`src/rtl/tpmem_row_feeder.sv`:
```
// Row feeder for the 16x16 transpose memory. It packs N samples into one row
// and writes rows to the memory, holding the write strobe low while a block drains.
module tpmem_row_feeder #(
  parameter int BW = 11,
  parameter int N  = 16
) (
  input  logic            i_clk,
  input  logic            i_Reset,
  input  logic [BW-1:0]   i_sample,
  input  logic            i_valid,
  output logic            o_ready,
  output logic [N*BW-1:0] o_data,
  output logic            o_enable,
  output logic [3:0]      o_row_idx,
  output logic            o_block_end,
  output logic            o_gap
);

  localparam logic [3:0] LAST = 4'(N - 1);

  typedef enum logic {FILL, GAP} state_t;

  state_t            state_reg;
  logic [3:0]        slot_reg;
  logic [3:0]        row_reg;
  logic [3:0]        gap_cnt_reg;
  logic              pending_reg;
  logic [N*BW-1:0]   hold_reg;
  logic [N*BW-1:0]   data_reg;
  logic              enable_reg;
  logic              block_end_reg;
  logic              gap_reg;
  logic [3:0]        row_idx_reg;

  logic              accept;
  logic              row_done;
  logic              gap_end;
  logic              emit_ok;
  logic              emit_pending;
  logic              emit_new;
  logic [N*BW-1:0]   completed_row;
  logic [N*BW-1:0]   emit_row;

  assign accept       = i_valid & ~pending_reg;
  assign row_done     = accept && (slot_reg == LAST);
  // The last cycle of the drain window: an emission registered now lands just after it.
  assign gap_end      = (state_reg == GAP) && gap_reg && (gap_cnt_reg == LAST);
  assign emit_ok      = (state_reg == FILL) || gap_end;
  assign emit_pending = pending_reg & emit_ok;
  assign emit_new     = row_done & emit_ok;
  assign emit_row     = pending_reg ? hold_reg : completed_row;

  // Slot 0 occupies the MSB field; the final slot comes straight from the input so
  // a row can be emitted on the same edge that accepts its last sample.
  genvar gi;
  generate
    for (gi = 0; gi < N; gi++) begin : g_field
      if (gi == N - 1) begin : g_last
        assign completed_row[(N-gi)*BW-1 -: BW] = i_sample;
      end else begin : g_mid
        logic [BW-1:0] field_reg;
        always_ff @(posedge i_clk) begin
          if (i_Reset) begin
            field_reg <= '0;
          end else if (accept && (slot_reg == 4'(gi))) begin
            field_reg <= i_sample;
          end
        end
        assign completed_row[(N-gi)*BW-1 -: BW] = field_reg;
      end
    end
  endgenerate

  always_ff @(posedge i_clk) begin
    if (i_Reset) begin
      state_reg     <= FILL;
      slot_reg      <= '0;
      row_reg       <= '0;
      gap_cnt_reg   <= '0;
      pending_reg   <= 1'b0;
      hold_reg      <= '0;
      data_reg      <= '0;
      enable_reg    <= 1'b0;
      block_end_reg <= 1'b0;
      gap_reg       <= 1'b0;
      row_idx_reg   <= '0;
    end else begin
      enable_reg    <= 1'b0;
      block_end_reg <= 1'b0;

      if (accept) begin
        slot_reg <= slot_reg + 4'd1;
      end

      if (emit_pending || emit_new) begin
        enable_reg    <= 1'b1;
        data_reg      <= emit_row;
        row_idx_reg   <= row_reg;
        block_end_reg <= (row_reg == LAST);
        row_reg       <= row_reg + 4'd1;
      end

      // Accept is blocked while pending, so a completion never meets a held row.
      if (emit_pending) begin
        pending_reg <= 1'b0;
      end else if (row_done && !emit_ok) begin
        pending_reg <= 1'b1;
        hold_reg    <= completed_row;
      end

      case (state_reg)
        FILL: begin
          if (emit_new && (row_reg == LAST)) begin
            state_reg   <= GAP;
            gap_cnt_reg <= '0;
          end
        end
        GAP: begin
          // First GAP cycle is the row-15 strobe itself; the window opens after it.
          if (!gap_reg) begin
            gap_reg     <= 1'b1;
            gap_cnt_reg <= '0;
          end else if (gap_cnt_reg != LAST) begin
            gap_cnt_reg <= gap_cnt_reg + 4'd1;
          end else begin
            gap_reg     <= 1'b0;
            gap_cnt_reg <= '0;
            state_reg   <= FILL;
          end
        end
        default: state_reg <= FILL;
      endcase
    end
  end

  assign o_ready     = ~pending_reg;
  assign o_data      = data_reg;
  assign o_enable    = enable_reg;
  assign o_row_idx   = row_idx_reg;
  assign o_block_end = block_end_reg;
  assign o_gap       = gap_reg;

endmodule

```
`config.mk`:
```
export PLATFORM = sky130hd
export DESIGN_NAME = tpmem_row_feeder
export DESIGN_NICKNAME = d
export VERILOG_FILES = /design/src/rtl/tpmem_row_feeder.sv
export SDC_FILE = /design/constraint.sdc
export NUM_CORES = 1
export LEC_CHECK = 0
export CAP_MARGIN = 25
export CORE_UTILIZATION = 35
export CTS_BUF_LIST = sky130_fd_sc_hd__clkbuf_8
export CTS_CLUSTER_SIZE = 30
export DETAILED_ROUTE_END_ITERATION = 12
export PLACE_DENSITY_LB_ADDON = 0.1
export SETUP_SLACK_MARGIN = 0.4
export SKIP_CTS_REPAIR_TIMING = 1
export SLEW_MARGIN = 30
export SYNTH_ARGS = -nofsm -noshare
export SYNTH_HDL_FRONTEND = slang
export SYNTH_SLANG_ARGS = --single-unit
```
`constraint.sdc`:
```
create_clock -name i_clk -period 1.8 [get_ports i_clk]
set_clock_uncertainty 0.15 [all_clocks]
set_input_delay 0.36 -clock i_clk [delete_from_list [all_inputs] [get_ports i_clk]]
set_output_delay 0.36 -clock i_clk [all_outputs]
set_load 0.02 [all_outputs]
```
Word level (Yosys, flattened, before mapping) --
Cells that the tools add are included.
Operators by class: add/sub/neg operators 3, eq/ne operators 19, muxes and demuxes 10, bitwise gates (word level) 7, reduce and logical (&&, ||, !) cells 27
Operators by type and width (number):
- 176-bit 2-to-1 mux | 1
- 4-bit equality test, second input constant | 10
- 1-bit logical AND | 20
- 4-bit by 3-bit equality test with 1-bit output, second input constant | 4
- 4-bit by 1-bit adder with 4-bit output, second input constant | 3
- 4-bit 2-to-1 mux | 3
- 4-bit by 2-bit equality test with 1-bit output, second input constant | 2
- 4-bit case mux with 2 select lines | 1
- 4-bit by 1-bit equality test with 1-bit output, second input constant | 1
- 4-bit logical NOT | 1
- 1-bit 2-to-1 mux | 4
- 4-bit != test, second input constant | 1
- 1-bit inverter | 4
- 2-bit OR reduction | 2
- 1-bit AND | 3
- 1-bit logical OR | 2
- 2-bit by 1-bit != test with 1-bit output, second input constant | 1
- 1-bit case mux with 2 select lines | 1
- 2-bit AND reduction | 1
- 1-bit logical NOT | 1
Storage, ports and cells: flip-flop bits (word level) 538, input bits 14

Depth between registers and ports, before layout --
Gate-level depths: netlist of run 1.
word-level depth 7, gate-level depth with buffers 8, mapped depth without buffers 6

Least setup slack after synthesis of run 1 --
No wires, ideal clock.
path type register to register, start register slot_reg[0], end register hold_reg[100], library setup time 128 ps, arrival time 1701 ps, required time 1522 ps, slack -178 ps, cell stages (with the launch flop) 9, path buffers 3, period minus slack after synthesis 1978 ps, cells stage by stage dfxtp_1 ha_1 nand3b_4 nor4b_2 buf_4 buf_8 buf_8 mux2i_1 nor2_1
Between the ends: longest elaborated chain between the ends 4
Ends and longest elaborated chain:
- start: declaration | line 24 | logic [3:0] slot_reg;
- start signal: assignment | line 92 | slot_reg <= slot_reg + 4'd1;
- 4-bit equality test | line 45 | assign row_done = accept && (slot_reg == LAST);
- 1-bit logical AND | line 45
- 1-bit logical AND | line 106 | end else if (row_done && !emit_ok) begin
- 2-bit AND reduction (no source line)
- end signal: assignment | line 108 | hold_reg <= completed_row;
- end: declaration | line 28 | logic [N*BW-1:0] hold_reg;
No other way between the ends. A chain may end at the register's enable or synchronous reset.

Worst setup path after layout of run 1 --
start register gap_cnt_reg[0], end register data_reg[109], in the netlist o_data[109]
Between the ends: longest elaborated chain between the ends 5, elaborated cells on any way between the ends 6, classes of those cells 1 x eq/ne; 2 x bitwise; 3 x reduce/logical
Ends and longest elaborated chain:
- start: declaration | line 26 | logic [3:0] gap_cnt_reg;
- start signal: assignment | line 124 | gap_cnt_reg <= gap_cnt_reg + 4'd1;
- 4-bit equality test * | line 47 | assign gap_end = (state_reg == GAP) && gap_reg && (gap_cnt_reg == LAST);
- 1-bit logical AND * | line 47
- 1-bit logical OR * | line 48 | assign emit_ok = (state_reg == FILL) || gap_end;
- 1-bit AND, on equally long branches | line 49, 50
- 1-bit logical OR * | line 95 | if (emit_pending || emit_new) begin
- end signal: assignment | line 97 | data_reg <= emit_row;
- end: declaration | line 29 | logic [N*BW-1:0] data_reg;
Every way passes the cells marked *; elsewhere a longest branch is shown, timed or not.

==> impl_metrics.csv, run 1 <==
group,metric,value,unit
status,status,"finished, violations left",
status,violations,"setup timing",
global_routing,antenna_found_initial,2,
synthesis,synth_top_area_cell,"dfxtp_1",
die,dieWidth,246.0,um
synthesis,netlist_instances,2229,
worst_setup_path,crit_chain,"ha_4 -> nand4_1 -> buf_4 -> a21oi_4 -> buf_6 -> buf_12 -> buf_16 -> buf_8 -> clkbuf_16 -> a211oi_2",
timing,setup_tns,-40.17,ns
global_routing,grt_usage,18.49,%
timing,relSlewSlack,44.54,%
flow_run,drv_cap,0,
timing,post-route-min-period,2.022,ns
placed_design,gp_congestion,0.7679,
clocking,cts_max_path_buffers,3,
worst_setup_path,crit_required,2.20,ns
synthesis,yosysUniqueCellTypes,35,
worst_setup_path,path_max_fanout,8,
route,dr.pass1.iters,5,
timing,worst_slew_pin_slew,0.8292,ns
clocking,numCtsBuffers,93,
worst_setup_path,slowest_stage,"dfxtp_2",
synthesis,synthTopCellsByArea,"dfxtp_1 (52%), mux2i_1 (17%), nor2_1 (6.8%)",
final_layout,utilization,49.72,%
timing,holdWs,0.03364,ns
global_routing,grt_max_degree,68,
timing,fmax,494.5,MHz
power_and_ir_drop,ir_drop,0.5931,mV
global_routing,grt.busiest_layer,"met2",
global_routing,grtUsageMet2,29.19,%
clocking,cts_tree,"done",
timing,finalHoldViolations,0,
timing,fin_ws,-0.2222,ns
synthesis,synth_common_cells,"dfxtp_1 (538), nor2_1 (377), mux2i_1 (352)",
clocking,root_buffer,"clkbuf_8",
synthesis,ys_seq_area_share,51.67,%
final_layout,fin_nets,2611,
final_layout,syn2layout_area_growth,40.50,%
die,fp-row-count,89,
placed_design,io_buffer_count,197,
power_and_ir_drop,p_per_area,821.8,mW/mm2
synthesis,yosysMostFrequentCell,"dfxtp_1",
die,fp.dieArea,0.06054,mm2
power_and_ir_drop,power,24.07,mW
route,postRouteAntennaNets,0,
synthesis,avgSynthCellArea,9.352,um2
worst_setup_path,cp-start-kind,"flip-flop",
route,vias,17040,
route,via_per_inst,4.957,
die,fp.coreArea,0.05891,mm2
route,dr.first_iter.drc_count,955,
placed_design,dpl.cell_count,3152,
final_layout,final_area,0.02929,mm2
synthesis,synthArstFlopShare,0,%
timing,slew_violations,0,
route,routed_wl,61970,um
synthesis,synthFlopType,"dfxtp_1",
timing,period_share,112.3,%
placed_design,dp_slack,-0.7004,ns
synthesis,synth-edff-count,0,
global_routing,grt_pass1_wl,87840,um
worst_setup_path,worstPathArrival,2.42,ns
die,pin_count,198,
route,drc_errors,0,
synthesis,syn_nets,2249,
timing,rsz0062_at_grt,"yes",
route,wl_per_cell,18.03,um
final_layout,drive_gt1_share,36.18,%
timing,setup_viol,402,
die,chipHeight,246.0,um
clocking,htree_levels,3,
die,start_util,35.39,%
min_path,min_path_type,"input pin to flip-flop",
final_layout,final_cells,3437,
worst_setup_path,crit_path_end_kind,"flip-flop",
synthesis,yosys_warnings,0,
global_routing,grt_pass1_vias,15530,
synthesis,synth_area,0.02084,mm2
clocking,cts_sinks,538,
global_routing,grt_use_met1,25.05,%
worst_setup_path,critPathMaxStageDelay,0.35,ns
placed_design,post-dp-hpwl,37030,um
global_routing,grtUsageMet3,3.606,%
clocking,insertion_delay,0.68,ns
placed_design,place_area,0.02448,mm2
clocking,clk_pin_slew,0.06,ns
synthesis,yosysTopAreaCellShare,51.67,%
worst_setup_path,crit_type,"flip-flop to flip-flop",
synthesis,ys_ff_latch,538,
global_routing,global_route.overflow_total,0,
power_and_ir_drop,cellLeakagePower,10.08,nW
==> per-layer routing <==
| layer | wire (um) | up-vias |
|---|---|---|
| met2 | 29090 | 272 |
| met4 | 1486 | 0 |
| met5 | 0 | - |
| met3 | 2231 | 93 |
| met1 | 29160 | 8261 |
| li1 | - | 8412 |
==> logic make-up after synthesis <==
family | count (synthesis) | share of synthesized area [%]
muxes | 352 | 16.90
adders and majority gates | 6 | 0.3601
buffers and inverters | 213 | 5.444
and+or+nand+nor | 665 | 12.41
AOI/OAI and AO/OA | 451 | 13.04
DFF | 538 | 51.67
xor gates and xnor gates | 4 | 0.1681
==> final timing paths <==
check | to | slack, ns | cells after the start | startpoint
max | o_data[109] | -0.22 | 10 | gap_cnt_reg[0]
min | hold_reg[19] | 0.03 | 3 | i_Reset
min reg2reg | g_field[3].g_mid.field_reg[2] | 0.32 | 2 | g_field[3].g_mid.field_reg[2]
max reg2reg | o_data[109] | -0.22 | 10 | gap_cnt_reg[0]
==> worst max-delay path: cells and delay by family, from the launching register on <==
family          cells  cell delay [ns]
buf+inv             6             0.88
flops               1             0.35
compound gates      2             0.24
fa+ha+maj           1             0.14
simple gates        1             0.11
==> cell usage in the layout, fill, tap and decap left out, types with 3 or more instances in the layout <==
master / count
a211oi_1: 113
clkbuf_8: 119
o21ai_1: 14
a211oi_2: 63
clkinv_2: 13
nor2_1: 339
nor2_4: 24
o21ai_0: 67
a21oi_1: 142
dfxtp_4: 10
dlygate4sd3_1: 4
buf_2: 6
nor3_1: 7
nor2_2: 14
buf_4: 160
dfxtp_2: 163
mux2i_1: 352
nand3b_1: 3
clkinvlp_4: 3
nand2_1: 230
buf_12: 46
nand3_1: 7
buf_8: 12
inv_1: 31
buf_16: 7
nand2_4: 10
o21ai_2: 11
inv_6: 3
clkbuf_16: 20
buf_6: 210
a21oi_2: 34
ha_4: 5
clkdlybuf4s50_1: 9
nand2_2: 16
dfxtp_1: 365
==> power breakdown <==
part	total [mW]	switching [mW]	internal (mW)
clock network	11.1	5.07	6.07
registers	12.0	0.0378	11.9
logic	0.960	0.635	0.325
total	24.1	5.74	18.3
==> final cells by class <==
cell class	instances	area [um2]
fill	5513	29620
antenna	2	5.005
clock buffer	119	1638
clock inverter	47	240.2
tap	773	967.2
multi-input combinational	1478	9873
inverter	6	32.53
timing repair buffer	474	5520
sequential	538	11010
(Power assumes the default switching activity.)
==> run 2: changes to the inputs <==
- REMOVE_ABC_BUFFERS: not set -> 1
==> impl_metrics.csv, run 2 (synthesis results as in run 1) <==
group,metric,value,unit
status,status,"finished, violations left",
worst_setup_path,crit_type,"flip-flop to flip-flop",
die,pin_count,198,
die,dieWidth,246.0,um
power_and_ir_drop,power,24.17,mW
power_and_ir_drop,ir_drop,0.4972,mV
timing,slew_violations,0,
global_routing,grt_max_degree,73,
route,postRouteAntennaNets,0,
route,via_per_inst,4.945,
final_layout,drive_gt1_share,33.27,%
timing,period_share,116.0,%
clocking,cts_tree,"done",
clocking,cts_sinks,538,
worst_setup_path,worstPathArrival,2.51,ns
worst_setup_path,cp-start-kind,"flip-flop",
timing,rsz0062_at_grt,"yes",
timing,fin_ws,-0.2886,ns
min_path,min_path_cells,2,
worst_setup_path,path_max_fanout,7,
worst_setup_path,rr_startpoint,"gap_cnt_reg[1]",
global_routing,grt_usage,18.78,%
global_routing,grt_pass1_vias,15560,
timing,setup_viol,430,
flow_run,drv_cap,0,
final_layout,layout_common_cells,"nor2_1 (358), dfxtp_1 (352), mux2i_1 (345)",
route,dr.first_iter.drc_count,932,
global_routing,global_route.overflow_total,0,
power_and_ir_drop,p_per_area,832.1,mW/mm2
timing,holdWs,-0.1863,ns
clocking,htree_levels,3,
route,wl_per_cell,18.50,um
route,routed_wl,63750,um
clocking,numCtsBuffers,94,
timing,relSlewSlack,66.48,%
placed_design,dp_slack,-0.6936,ns
global_routing,grt.busiest_layer,"met2",
die,chipHeight,246.0,um
die,fp-row-count,89,
worst_setup_path,r2r-end,"o_data[90]",
timing,fmax,478.8,MHz
final_layout,fin_nets,2623,
global_routing,grtUsageMet3,3.824,%
clocking,clk_pin_slew,0.06,ns
global_routing,antenna_found_initial,2,
global_routing,grt_use_met1,25.59,%
timing,post-route-min-period,2.089,ns
die,fp.coreArea,0.05891,mm2
die,start_util,35.39,%
min_path,holdPathEnd,"o_data[76]",
worst_setup_path,crit_required,2.22,ns
final_layout,syn2layout_area_growth,39.33,%
route,vias,17040,
worst_setup_path,rr_worst_depth,9,
global_routing,grt_pass1_wl,88710,um
route,drc_errors,0,
final_layout,final_common_cell,"nor2_1",
status,violations,"hold timing, setup timing",
worst_setup_path,crit_path_end_kind,"flip-flop",
power_and_ir_drop,cellLeakagePower,10.05,nW
timing,setup_tns,-50.32,ns
route,dr.pass1.iters,5,
min_path,min_path_type,"input pin to flip-flop",
placed_design,io_buffer_count,197,
timing,finalHoldViolations,16,
timing,worst_slew_pin_slew,0.5028,ns
worst_setup_path,rrSetupSlack,-0.29,ns
clocking,cts_max_path_buffers,3,
min_path,min_from,"i_Reset",
clocking,root_buffer,"clkbuf_8",
global_routing,grtUsageMet2,29.86,%
placed_design,post-dp-hpwl,37780,um
placed_design,gp_congestion,0.7635,
die,fp.dieArea,0.06054,mm2
clocking,insertion_delay,0.69,ns
-- run 2: power breakdown --
group / internal (mW) / switching (mW)
clock: 6.24 / 5.01
sequential: 12.0 / 0.0345
combinational: 0.318 / 0.605
total: 18.5 / 5.65
-- run 2: how the worst max path moves through the flow --
stage / startpoint / endpoint / slack (ns)
6_report: gap_cnt_reg[1] / o_data[90] / -0.29
5_1_grt: gap_cnt_reg[1] / o_data[90] / -0.33
4_1_cts: pending_reg / o_ready / -0.65
3_5_place_dp: i_valid / hold_reg[93] / -0.69
3_3_place_gp: i_valid / hold_reg[35] / -0.65
2_1_floorplan: pending_reg / hold_reg[0] / -16.83
-- run 2: stage by stage --
stage,instances,utilization [%],instance area [um2]
floorplan,2022,-,19730
global placement,3163,41.68,24550
detailed placement,3163,41.68,24550
CTS,3328,44.90,26450
global route,3446,49.30,29040
finish,3446,49.30,29040
-- run 2: worst max-delay path, cell delays in order, from the launching register on --
cell and delay (ns):
dfxtp_2 0.35, ha_4 0.14, nand4_1 0.10, buf_4 0.18, a21oi_4 0.24, buf_6 0.19
clkbuf_16 0.18, clkbuf_16 0.16, nor2_2 0.04, a211oi_2 0.22
-- run 2: area by class of cell --
type,instances,area (um2)
fillers,5481,29860
flip-flops and latches,538,11010
multi-input cells,1478,9413
repair buffers,485,5725
clock buffers,117,1610
well taps,773,967.2
clock inverters,48,286.5
inverters,6,27.53
diodes,1,2.502
-- run 2: per-layer routing --
layer | part of all wire (%) | up-vias
li1 | - | 8420
met1 | 47 | 8176
met2 | 47 | 337
met3 | 4.4 | 106
met4 | 2.2 | 0
met5 | 0 | -
==> run 3: changes to the inputs <==
==> constraint.sdc (replaced) <==
create_clock -name i_clk -period 1.8 [get_ports i_clk]
set_clock_uncertainty 0.15 [all_clocks]
set_input_delay 0.27 -clock i_clk [delete_from_list [all_inputs] [get_ports i_clk]]
set_output_delay 0.27 -clock i_clk [all_outputs]
set_load 0.02 [all_outputs]
==> impl_metrics.csv, run 3 (synthesis results as in run 1) <==
group,metric,value,unit
status,status,"finished, violations left",
status,violations,"setup timing",
worst_setup_path,r2r-end,"hold_reg[90]",
worst_setup_path,path_max_fanout,8,
placed_design,dpl.cell_count,3160,
global_routing,grt_pass1_wl,88380,um
worst_setup_path,critPathLaunch,"slot_reg[0]",
die,pin_count,198,
final_layout,drive_gt1_share,39.24,%
global_routing,grt_usage,18.71,%
placed_design,io_buffer_count,197,
timing,setup_tns,-67.38,ns
final_layout,layout_common_cells,"mux2i_1 (349), dfxtp_1 (349), nor2_1 (332)",
clocking,root_buffer,"clkbuf_8",
timing,worst_slew_pin_slew,0.5703,ns
clocking,clk_pin_slew,0.07,ns
clocking,numCtsBuffers,94,
worst_setup_path,crit_end,"hold_reg[90]",
flow_run,drv_cap,0,
timing,rsz0062_at_grt,"yes",
global_routing,grt_pass1_vias,15560,
route,via_per_inst,4.956,
timing,setup_viol,409,
route,wl_per_cell,18.68,um
final_layout,syn2layout_area_growth,45.61,%
route,routed_wl,65170,um
worst_setup_path,rrSetupSlack,-0.26,ns
final_layout,final_cells,3489,
placed_design,gp_congestion,0.7536,
clocking,insertion_delay,0.67,ns
clocking,htree_levels,3,
die,chipHeight,246.0,um
timing,period_share,114.7,%
die,start_util,35.39,%
power_and_ir_drop,ir_drop,0.4782,mV
clocking,cts_max_path_buffers,3,
worst_setup_path,rr_startpoint,"slot_reg[0]",
route,dr.pass1.iters,5,
placed_design,post-dp-hpwl,37860,um
worst_setup_path,cp-start-kind,"flip-flop",
placed_design,dp_slack,-0.5720,ns
route,drc_errors,0,
worst_setup_path,crit_path_frequent_cell,"buf_12",
worst_setup_path,rr_worst_depth,9,
timing,relSlewSlack,61.98,%
worst_setup_path,crit_path_end_kind,"flip-flop",
power_and_ir_drop,p_per_area,794.4,mW/mm2
global_routing,global_route.overflow_total,0,
worst_setup_path,critPathMaxStageDelay,0.37,ns
final_layout,fin_nets,2671,
timing,slew_violations,0,
global_routing,antenna_found_initial,1,
worst_setup_path,crit_required,2.20,ns
power_and_ir_drop,cellLeakagePower,10.54,nW
clocking,cts_sinks,538,
die,fp.dieArea,0.06054,mm2
min_path,min_path_type,"flip-flop to flip-flop",
final_layout,fillers,5360,
worst_setup_path,slowest_stage,"dfxtp_2",
die,dieWidth,246.0,um
timing,fmax,484.4,MHz
clocking,cts_tree,"done",
worst_setup_path,crit_type,"flip-flop to flip-flop",
route,vias,17290,
worst_setup_path,crit_chain,"ha_4 -> nand3b_4 -> nor4b_4 -> buf_6 -> buf_12 -> buf_12 -> clkbuf_16 -> mux2i_1 -> nor2_1",
timing,post-route-min-period,2.064,ns
timing,fin_ws,-0.2643,ns
die,fp.coreArea,0.05891,mm2
global_routing,grt_max_degree,106,
timing,finalHoldViolations,0,
die,fp-row-count,89,
route,postRouteAntennaNets,0,
power_and_ir_drop,power,24.11,mW
route,dr.first_iter.drc_count,818,
worst_setup_path,worstPathArrival,2.46,ns
[run 3: cell count changes in the layout (fill, tap and decap cells not counted), sizes merged, moves of 2 or more]
cell | previous run | this run
buf | 447 | 479
clkbuf | 142 | 156
clkinvlp | 4 | 0
clkinv | 7 | 4
clkdlybuf4s15 | 0 | 2
or2 | 3 | 5
[run 3: worst max-delay path: cells and delay by family, from the launching register on]
family | cells | cell delay, ns
adder cells (fa/ha/maj) | 1 | 0.18
buffers and inverters | 4 | 0.64
flip-flops | 1 | 0.37
multiplexers | 1 | 0.19
AND/OR/NAND/NOR | 3 | 0.39
[run 3: worst min-delay path by stage]
stage	slack [ns]	start	cells after the start	end
after CTS	-0.29	i_Reset	2	hold_reg[66]
after floorplan	0.19	i_Reset	1	g_field[0].g_mid.field_reg[0]
after global placement	0.30	o_row_idx[1]	2	o_row_idx[1]
final	0.32	o_row_idx[0]	2	o_row_idx[0]
after detailed placement	0.30	o_row_idx[0]	2	o_row_idx[0]
after global routing	0.32	i_sample[10]	4	hold_reg[10]
[run 3: final cells by class]
type | count | area, um2 | area share [%]
flip-flops and latches | 538 | 11030 | 36.34
multi-input cells | 1480 | 10040 | 33.07
repair buffers | 531 | 6425 | 21.17
clock buffers | 120 | 1652 | 5.441
well taps | 773 | 967.2 | 3.187
clock inverters | 39 | 203.9 | 0.6719
inverters | 6 | 32.53 | 0.1072
diodes | 2 | 5.005 | 0.01649
[run 3: per-layer routing]
metal | up-vias | track usage, % | wire length [um]
li1 | 8510 | - | -
met1 | 8354 | 25.17 | 29950
met2 | 331 | 30.07 | 31220
met3 | 96 | 3.214 | 2449
met4 | 0 | 6.467 | 1540
met5 | - | 0 | 0
[run 3: power by group]
group          switching [mW]  leakage (nW)  internal [mW]  total, mW
sequential             0.0369          4.43           11.9       12.0
combinational           0.647          5.03          0.329      0.976
clock                    4.97          1.08           6.19       11.2
[run 3: metrics by stage]
step / cell area [um2] / utilization (%) / hold WS, ns
6_report: 30350 / 51.52 / 0.3158
5_1_grt: 30350 / 51.52 / 0.3207
4_1_cts: 26280 / 44.62 / -0.2860
3_5_place_dp: 24430 / 41.47 / 0.3037
3_3_place_gp: 24430 / 41.47 / 0.2976
2_1_floorplan: 19730 / - / 0.1891
